**config.mk**
```make
export PLATFORM = sky130hd
export DESIGN_NAME = output_iface_flat
export DESIGN_NICKNAME = d
export VERILOG_FILES = /design/src/rtl/output_iface_pkg.sv /design/src/rtl/output_iface_if.sv /design/src/rtl/output_iface_key_debounce.sv /design/src/rtl/output_iface.sv /design/src/flat_wrapper.sv
export SDC_FILE = /design/constraint.sdc
export NUM_CORES = 1
export LEC_CHECK = 0
export CAP_MARGIN = 20
export CORE_ASPECT_RATIO = 0.8
export CORE_UTILIZATION = 45
export CTS_BUF_LIST = sky130_fd_sc_hd__clkbuf_4 sky130_fd_sc_hd__clkbuf_8
export CTS_CLUSTER_DIAMETER = 120
export CTS_CLUSTER_SIZE = 16
export DETAILED_ROUTE_END_ITERATION = 8
export SYNTH_ARGS = -nofsm -noshare
export SYNTH_HDL_FRONTEND = slang
export SYNTH_SLANG_ARGS = --single-unit
```
**constraint.sdc**
```tcl
create_clock -name clk -period 7.21 [get_ports clk]
set_clock_uncertainty 0.15 [all_clocks]
set_input_delay 1.8025 -clock clk [delete_from_list [all_inputs] [get_ports clk]]
set_output_delay 1.8025 -clock clk [all_outputs]
set_load 0.01 [all_outputs]
```
**src/rtl/output_iface_pkg.sv**
```systemverilog
// Shared definitions for the datapath readback interface.
//   - Seven-segment glyphs (active-low, bits 6..0 = middle, UL, LL, bottom,
//     LR, UR, top) for hex digits 0..F, plus blank and dash.
//   - hex_to_seg: nibble to glyph lookup.
//   - entry_t: one history entry {z, data[15:0]}.
package output_iface_pkg;

    localparam logic [6:0] SEG_0     = 7'b1000000;
    localparam logic [6:0] SEG_1     = 7'b1111001;
    localparam logic [6:0] SEG_2     = 7'b0100100;
    localparam logic [6:0] SEG_3     = 7'b0110000;
    localparam logic [6:0] SEG_4     = 7'b0011001;
    localparam logic [6:0] SEG_5     = 7'b0010010;
    localparam logic [6:0] SEG_6     = 7'b0000010;
    localparam logic [6:0] SEG_7     = 7'b1111000;
    localparam logic [6:0] SEG_8     = 7'b0000000;
    localparam logic [6:0] SEG_9     = 7'b0010000;
    localparam logic [6:0] SEG_A     = 7'b0001000;
    localparam logic [6:0] SEG_B     = 7'b0000011;
    localparam logic [6:0] SEG_C     = 7'b1000110;
    localparam logic [6:0] SEG_D     = 7'b0100001;
    localparam logic [6:0] SEG_E     = 7'b0000110;
    localparam logic [6:0] SEG_F     = 7'b0001110;
    localparam logic [6:0] SEG_BLANK = 7'b1111111;
    localparam logic [6:0] SEG_DASH  = 7'b0111111;

    typedef struct packed {
        logic        z;
        logic [15:0] data;
    } entry_t;

    function automatic logic [6:0] hex_to_seg(input logic [3:0] v);
        logic [6:0] seg;
        seg = SEG_BLANK;
        case (v)
            4'h0: seg = SEG_0;
            4'h1: seg = SEG_1;
            4'h2: seg = SEG_2;
            4'h3: seg = SEG_3;
            4'h4: seg = SEG_4;
            4'h5: seg = SEG_5;
            4'h6: seg = SEG_6;
            4'h7: seg = SEG_7;
            4'h8: seg = SEG_8;
            4'h9: seg = SEG_9;
            4'hA: seg = SEG_A;
            4'hB: seg = SEG_B;
            4'hC: seg = SEG_C;
            4'hD: seg = SEG_D;
            4'hE: seg = SEG_E;
            4'hF: seg = SEG_F;
            default: seg = SEG_BLANK;
        endcase
        return seg;
    endfunction

endpackage

```
**src/rtl/output_iface_if.sv**
```systemverilog
// Signal bundle between the datapath/board and the readback block.
//   capture, datapath_out, Z_out : result and its capture strobe
//   key_prev, key_next           : raw active-low pushbuttons
//   live                         : 1 = show live result, 0 = show history
//   hex0..hex5, z_led            : active-low segment drives and Z LED
// master = the side that drives the inputs (datapath/board), slave = the
// readback block.
interface output_iface_if;
    logic        capture;
    logic [15:0] datapath_out;
    logic        Z_out;
    logic        key_prev;
    logic        key_next;
    logic        live;
    logic [6:0]  hex0;
    logic [6:0]  hex1;
    logic [6:0]  hex2;
    logic [6:0]  hex3;
    logic [6:0]  hex4;
    logic [6:0]  hex5;
    logic        z_led;

    modport master (
        output capture, datapath_out, Z_out, key_prev, key_next, live,
        input  hex0, hex1, hex2, hex3, hex4, hex5, z_led
    );

    modport slave (
        input  capture, datapath_out, Z_out, key_prev, key_next, live,
        output hex0, hex1, hex2, hex3, hex4, hex5, z_led
    );
endinterface

```
**src/rtl/output_iface_key_debounce.sv**
```systemverilog
// Pushbutton conditioner: 2-flop synchroniser followed by a debouncer.
//   clk, reset : clock, asynchronous active-high reset
//   raw        : raw active-low key level
//   press      : one-cycle pulse when the debounced level falls (key pressed)
// The level only changes after DB_CYCLES consecutive cycles of disagreement;
// any return to agreement restarts the count, so short glitches vanish.
module key_debounce #(
    parameter int DB_CYCLES = 16
) (
    input  logic clk,
    input  logic reset,
    input  logic raw,
    output logic press
);
    localparam int CW = (DB_CYCLES > 1) ? $clog2(DB_CYCLES) : 1;

    logic          sync_p0;
    logic          sync_p1;
    logic          level;
    logic [CW-1:0] cnt;

    always_ff @(posedge clk or posedge reset) begin
        if (reset) begin
            sync_p0 <= 1'b1;
            sync_p1 <= 1'b1;
            level   <= 1'b1;
            cnt     <= '0;
            press   <= 1'b0;
        end else begin
            // synchroniser stages
            sync_p0 <= raw;
            sync_p1 <= sync_p0;
            // debounce stage
            press   <= 1'b0;
            if (sync_p1 != level) begin
                if (cnt == CW'(DB_CYCLES - 1)) begin
                    level <= sync_p1;
                    cnt   <= '0;
                    // level is still 1 here only on a 1->0 flip
                    press <= level;
                end else begin
                    cnt <= cnt + 1'b1;
                end
            end else begin
                cnt <= '0;
            end
        end
    end
endmodule

```
**src/rtl/output_iface.sv**
```systemverilog
// Datapath-to-user readback interface.
//   clk, reset : clock, asynchronous active-high reset
//   bus.slave  : capture/datapath_out/Z_out, key_prev/key_next, live in;
//                hex0..hex5, z_led out (all outputs registered)
// Keeps a DEPTH-entry ring of captured results; the user pages through it
// with the keys (k = 0 is newest). hex4 shows k, hex5 shows the entry count.
module output_iface
    import output_iface_pkg::*;
#(
    parameter int DEPTH     = 4,
    parameter int DB_CYCLES = 16
) (
    input  logic           clk,
    input  logic           reset,
    output_iface_if.slave  bus
);
    localparam int PW = (DEPTH > 1) ? $clog2(DEPTH) : 1;
    localparam int CW = $clog2(DEPTH + 1);

    entry_t        hist [DEPTH];
    logic [PW-1:0] wr_ptr;
    logic [PW-1:0] k;
    logic [PW-1:0] k_next;
    logic [PW-1:0] rd_idx;
    logic [CW-1:0] count;
    logic          capture_q;
    logic          cap_edge;
    logic          prev_press;
    logic          next_press;
    entry_t        sel;

    logic [6:0]    hex0_p1, hex1_p1, hex2_p1, hex3_p1, hex4_p1, hex5_p1;
    logic          z_led_p1;

    key_debounce #(.DB_CYCLES(DB_CYCLES)) u_db_prev (
        .clk(clk), .reset(reset), .raw(bus.key_prev), .press(prev_press)
    );
    key_debounce #(.DB_CYCLES(DB_CYCLES)) u_db_next (
        .clk(clk), .reset(reset), .raw(bus.key_next), .press(next_press)
    );

    assign cap_edge = bus.capture & ~capture_q;
    // Ring arithmetic wraps naturally in PW bits.
    assign rd_idx   = wr_ptr - PW'(1) - k;
    assign sel      = hist[rd_idx];

    always_comb begin
        k_next = k;
        if (cap_edge) begin
            k_next = '0;
        end else if (prev_press && next_press) begin
            k_next = k;
        end else if (prev_press) begin
            if ((CW'(k) + CW'(1)) < count)
                k_next = k + 1'b1;
        end else if (next_press) begin
            if (k != '0)
                k_next = k - 1'b1;
        end
    end

    // capture / history stage
    always_ff @(posedge clk or posedge reset) begin
        if (reset) begin
            capture_q <= 1'b1;
            wr_ptr    <= '0;
            count     <= '0;
            k         <= '0;
            for (int i = 0; i < DEPTH; i++)
                hist[i] <= '0;
        end else begin
            capture_q <= bus.capture;
            k         <= k_next;
            if (cap_edge) begin
                hist[wr_ptr] <= '{z: bus.Z_out, data: bus.datapath_out};
                wr_ptr       <= wr_ptr + 1'b1;
                if (count != CW'(DEPTH))
                    count <= count + 1'b1;
            end
        end
    end

    // display stage
    always_ff @(posedge clk or posedge reset) begin
        if (reset) begin
            hex0_p1  <= SEG_BLANK;
            hex1_p1  <= SEG_BLANK;
            hex2_p1  <= SEG_BLANK;
            hex3_p1  <= SEG_BLANK;
            hex4_p1  <= SEG_BLANK;
            hex5_p1  <= SEG_BLANK;
            z_led_p1 <= 1'b0;
        end else begin
            hex4_p1 <= hex_to_seg(4'(k));
            hex5_p1 <= hex_to_seg(4'(count));
            if (bus.live) begin
                hex0_p1  <= hex_to_seg(bus.datapath_out[3:0]);
                hex1_p1  <= hex_to_seg(bus.datapath_out[7:4]);
                hex2_p1  <= hex_to_seg(bus.datapath_out[11:8]);
                hex3_p1  <= hex_to_seg(bus.datapath_out[15:12]);
                z_led_p1 <= bus.Z_out;
            end else if (count != '0) begin
                hex0_p1  <= hex_to_seg(sel.data[3:0]);
                hex1_p1  <= hex_to_seg(sel.data[7:4]);
                hex2_p1  <= hex_to_seg(sel.data[11:8]);
                hex3_p1  <= hex_to_seg(sel.data[15:12]);
                z_led_p1 <= sel.z;
            end else begin
                hex0_p1  <= SEG_DASH;
                hex1_p1  <= SEG_DASH;
                hex2_p1  <= SEG_DASH;
                hex3_p1  <= SEG_DASH;
                z_led_p1 <= 1'b0;
            end
        end
    end

    assign bus.hex0  = hex0_p1;
    assign bus.hex1  = hex1_p1;
    assign bus.hex2  = hex2_p1;
    assign bus.hex3  = hex3_p1;
    assign bus.hex4  = hex4_p1;
    assign bus.hex5  = hex5_p1;
    assign bus.z_led = z_led_p1;
endmodule

```
**src/flat_wrapper.sv**
```systemverilog
// flat-port wrapper written by rule: the top's interface ports become plain ports
module output_iface_flat import output_iface_pkg::*;
#(
    parameter int DEPTH     = 4,
    parameter int DB_CYCLES = 16
)
  (clk, reset, bus_capture, bus_datapath_out, bus_Z_out, bus_key_prev, bus_key_next, bus_live, bus_hex0, bus_hex1, bus_hex2, bus_hex3, bus_hex4, bus_hex5, bus_z_led);
  output_iface_if bus_i ();
  input  logic clk;
  input  logic reset;
  input wire logic [$bits(bus_i.capture)-1:0] bus_capture;
  input wire logic [$bits(bus_i.datapath_out)-1:0] bus_datapath_out;
  input wire logic [$bits(bus_i.Z_out)-1:0] bus_Z_out;
  input wire logic [$bits(bus_i.key_prev)-1:0] bus_key_prev;
  input wire logic [$bits(bus_i.key_next)-1:0] bus_key_next;
  input wire logic [$bits(bus_i.live)-1:0] bus_live;
  output wire logic [$bits(bus_i.hex0)-1:0] bus_hex0;
  output wire logic [$bits(bus_i.hex1)-1:0] bus_hex1;
  output wire logic [$bits(bus_i.hex2)-1:0] bus_hex2;
  output wire logic [$bits(bus_i.hex3)-1:0] bus_hex3;
  output wire logic [$bits(bus_i.hex4)-1:0] bus_hex4;
  output wire logic [$bits(bus_i.hex5)-1:0] bus_hex5;
  output wire logic [$bits(bus_i.z_led)-1:0] bus_z_led;
  assign bus_i.capture = bus_capture;
  assign bus_i.datapath_out = bus_datapath_out;
  assign bus_i.Z_out = bus_Z_out;
  assign bus_i.key_prev = bus_key_prev;
  assign bus_i.key_next = bus_key_next;
  assign bus_i.live = bus_live;
  assign bus_hex0 = bus_i.hex0;
  assign bus_hex1 = bus_i.hex1;
  assign bus_hex2 = bus_i.hex2;
  assign bus_hex3 = bus_i.hex3;
  assign bus_hex4 = bus_i.hex4;
  assign bus_hex5 = bus_i.hex5;
  assign bus_z_led = bus_i.z_led;
  output_iface #(.DEPTH(DEPTH), .DB_CYCLES(DB_CYCLES)) u_core (.clk(clk), .reset(reset), .bus(bus_i));
endmodule
```
==> impl_metrics.yaml <==
route:
  dr.pass1.iters: 5
  ant_nets: 0
  wl_per_cell_um: 16.6
  route.detailed.drc: 0
  wirelength_um: 15800
  drtIter0Drc: 324
  vias: 5207
  via_per_inst: 5.46
timing:
  tns_ps: 0
  min_period_ps: 4110
  fin_ws_ps: 3100
  slew_viol_final: 0
  hold_viol: 0
  rsz0062_at_grt: "false"
  setup_viol_count_final: 0
  whs_ps: 207
  fin_crit_sh_pct: 57.1
  fmax_mhz: 243
  worstMarginPinSlew_ps: 953
  relSlewSlack_pct: 36.5
worst_setup_path:
  cp_max_fo: 25
  startpoint: "bus_capture"
  r2r_start: "u_core.k[0]"
  r2r_slack_ps: 3810
  arrival_ps: 4290
  rr_worst_depth: 7
  critPathKind: "primary input to flop"
  start_kind: "primary input"
  reg2reg_to: "u_core.bus.hex0[0]"
  crit_required_ps: 7390
  end_kind: "flop"
final_layout:
  area_delta_synth_final_pct: 16.4
  fin_cells: 953
  fill_cells: 1364
  design_area_um2: 8790
  diodes: 0
  drive_gt1_share_pct: 22.4
  nNetsFinal: 819
logic_synthesis:
  synth_area_per_cell_um2: 11.1
  syn_inst: 678
  synth.distinct_cells: 55
  ys_ff_latch: 134
  synth_nets: 772
  ys_async_sr_fraction_pct: 100
  synth_edf_count: 0
  yosysSeqAreaShare_pct: 45.2
  synth_flop_cell: "dfrtp_1"
  synth_warnings: 0
  synthesis.area_um2: 7550
place:
  dp_cells: 921
  preCtsSetupSlack_ps: 2640
  place_area_um2: 8310
  portBuffers: 65
  gp_congestion: 0.803
  dpl.hpwl_um: 10800
clocking:
  cts.clk_slew.worst_paths_ps: 70
  tritoncts: "done"
  cts_setup_buffers: 0
  cts_buffer_depth: 2
  cts_resized: 0
  cts_made_buffers: 17
  clk_latency_ps: 450
  cts-root-buf: "clkbuf_8"
  cts_max_level: 4
  cts_sinks: 134
  cts_hold_buf: 0
floorplanning:
  io_pins: 66
  die_area_um2: 17300
  coreArea_um2: 16100
  start_util_pct: 46.9
  die_w_um: 147
  die_h_um: 118
  row_count: 41
pwr:
  ir_drop_v: 0.000217
  p_per_area_nw_per_um2: 564
  p_leak_nw: 3.83
global_routing:
  grt_pass1_vias: 5079
  grt_overflow: 0
  grt_pass1_wl_um: 26100
  track_usage_pct: 19.4
  grt_max_degree: 71
  antenna_found_initial: 0
worst_hold_path:
  hold_end: "u_core.u_db_next.sync_p1"
  hold_depth: 0
  hold_class: "flop to flop"
  worstHoldStart: "u_core.u_db_next.sync_p0"
run:
  max_cap_viol_count: 0
status:
  status: "completed"
[through the flow]
stage                     util (%)  power, mW
after floorplan                  -       3.55
after global placement        51.5       4.08
after detailed placement      51.6       4.20
after CTS                     54.6       4.98
after global routing          54.6       5.35
final                         54.6       4.96
[critical path: stages]
cell and delay [ps]:
clkdlybuf4s50_1 490, nor2b_1 700, nand2_1 780, mux2_2 510
[registers in the layout (all words and copies together) (netlist names), 2 cells and up]
signal,count
u_core.k,2
u_core.bus.hex5,7
u_core.bus.hex0,7
u_core.bus.hex3,7
u_core.count,3
u_core.bus.hex2,7
u_core.hist,68
u_core.u_db_next.cnt,4
u_core.bus.hex4,6
u_core.u_db_prev.cnt,4
u_core.bus.hex1,7
u_core.wr_ptr,2
[synthesized netlist by cell type (all sizes together) (3+ instances only)]
library cell	number	share of area, %
o211ai	4	0.40
o221a	4	0.60
mux2i	16	2.2
nor2b	6	0.50
or3b	3	0.35
xor2	4	0.46
inv	34	1.7
xnor2	7	0.81
nand3	6	0.40
a311oi	3	0.35
ha	71	12
a22oi	8	0.80
a32oi	7	0.81
nand2	68	3.4
a31oi	6	0.50
dfrtp	86	28
nor2	30	1.5
a21o	3	0.30
a2bb2oi	4	0.46
mux4	18	5.4
nor3	6	0.40
or2	3	0.25
o21ai	58	3.8
a21oi	37	2.5
dfstp	48	17
a211oi	7	0.70
o22ai	3	0.25
mux2	55	8.2
o221ai	4	0.46
o31ai	4	0.40
nand2b	4	0.33
nand3b	3	0.30
clkbuf	27	1.3
buf	14	1.4
[how the worst max path moves through the flow]
stage,cells past startpoint,end
2_1_floorplan,1,u_core.bus.z_led
3_3_place_gp,4,u_core.hist[6]
3_5_place_dp,4,u_core.hist[6]
4_1_cts,4,u_core.hist[3]
5_1_grt,4,u_core.hist[58]
6_report,4,u_core.hist[2]
[cell usage in the layout, fill, tap and decap left out, types with 5 or more instances in the layout]
master,n
mux2_2,55
xnor2_1,7
nor2b_1,6
ha_1,71
nand3_1,6
nand2_1,68
bufinv_16,5
a211oi_1,7
inv_1,33
a31oi_1,6
clkdlybuf4s50_1,65
dfstp_2,48
mux2i_1,15
a21oi_1,36
mux4_2,18
dfrtp_1,86
nor2_1,30
clkbuf_8,21
a22oi_1,8
nor3_1,6
a32oi_1,7
o21ai_0,58
[kinds of logic (layout without fill, tap and decap cells)]
group | Yosys count | count (layout) | synth area share, %
multiplexers | 89 | 89 | 15.7
adder cells (fa/ha/maj) | 71 | 71 | 11.8
other | 1 | 1 | 0.0496
AND/OR/NAND/NOR | 137 | 137 | 8.15
XOR/XNOR | 12 | 12 | 1.57
flip-flops | 134 | 134 | 45.2
buffers and inverters | 75 | 135 | 4.44
AO/OA/AOI/OAI | 159 | 159 | 13.1
[area by class of cell]
cell class	count	area, um2	share of cell area (%)
Timing Repair Buffer	69	688	7.83
Inverter	34	130	1.48
Tap cell	215	269	3.06
Clock inverter	11	194	2.21
Clock buffer	21	289	3.29
Sequential cell	134	3410	38.8
Multi-Input combinational cell	469	3810	43.3
[metal layers]
layer | vias up | track usage [%] | wire length [um]
li1 | 2499 | - | -
met1 | 2593 | 26.9 | 7760
met2 | 103 | 29.7 | 7260
met3 | 12 | 4.77 | 646
met4 | 0 | 6.64 | 144
met5 | - | 0 | 0
[power breakdown]
part	switching (mW)	internal [mW]
Sequential	0.165	1.16
Clock	0.294	0.450
Combinational	1.54	1.35
Total	2.00	2.96
(Power assumes the default switching activity.)
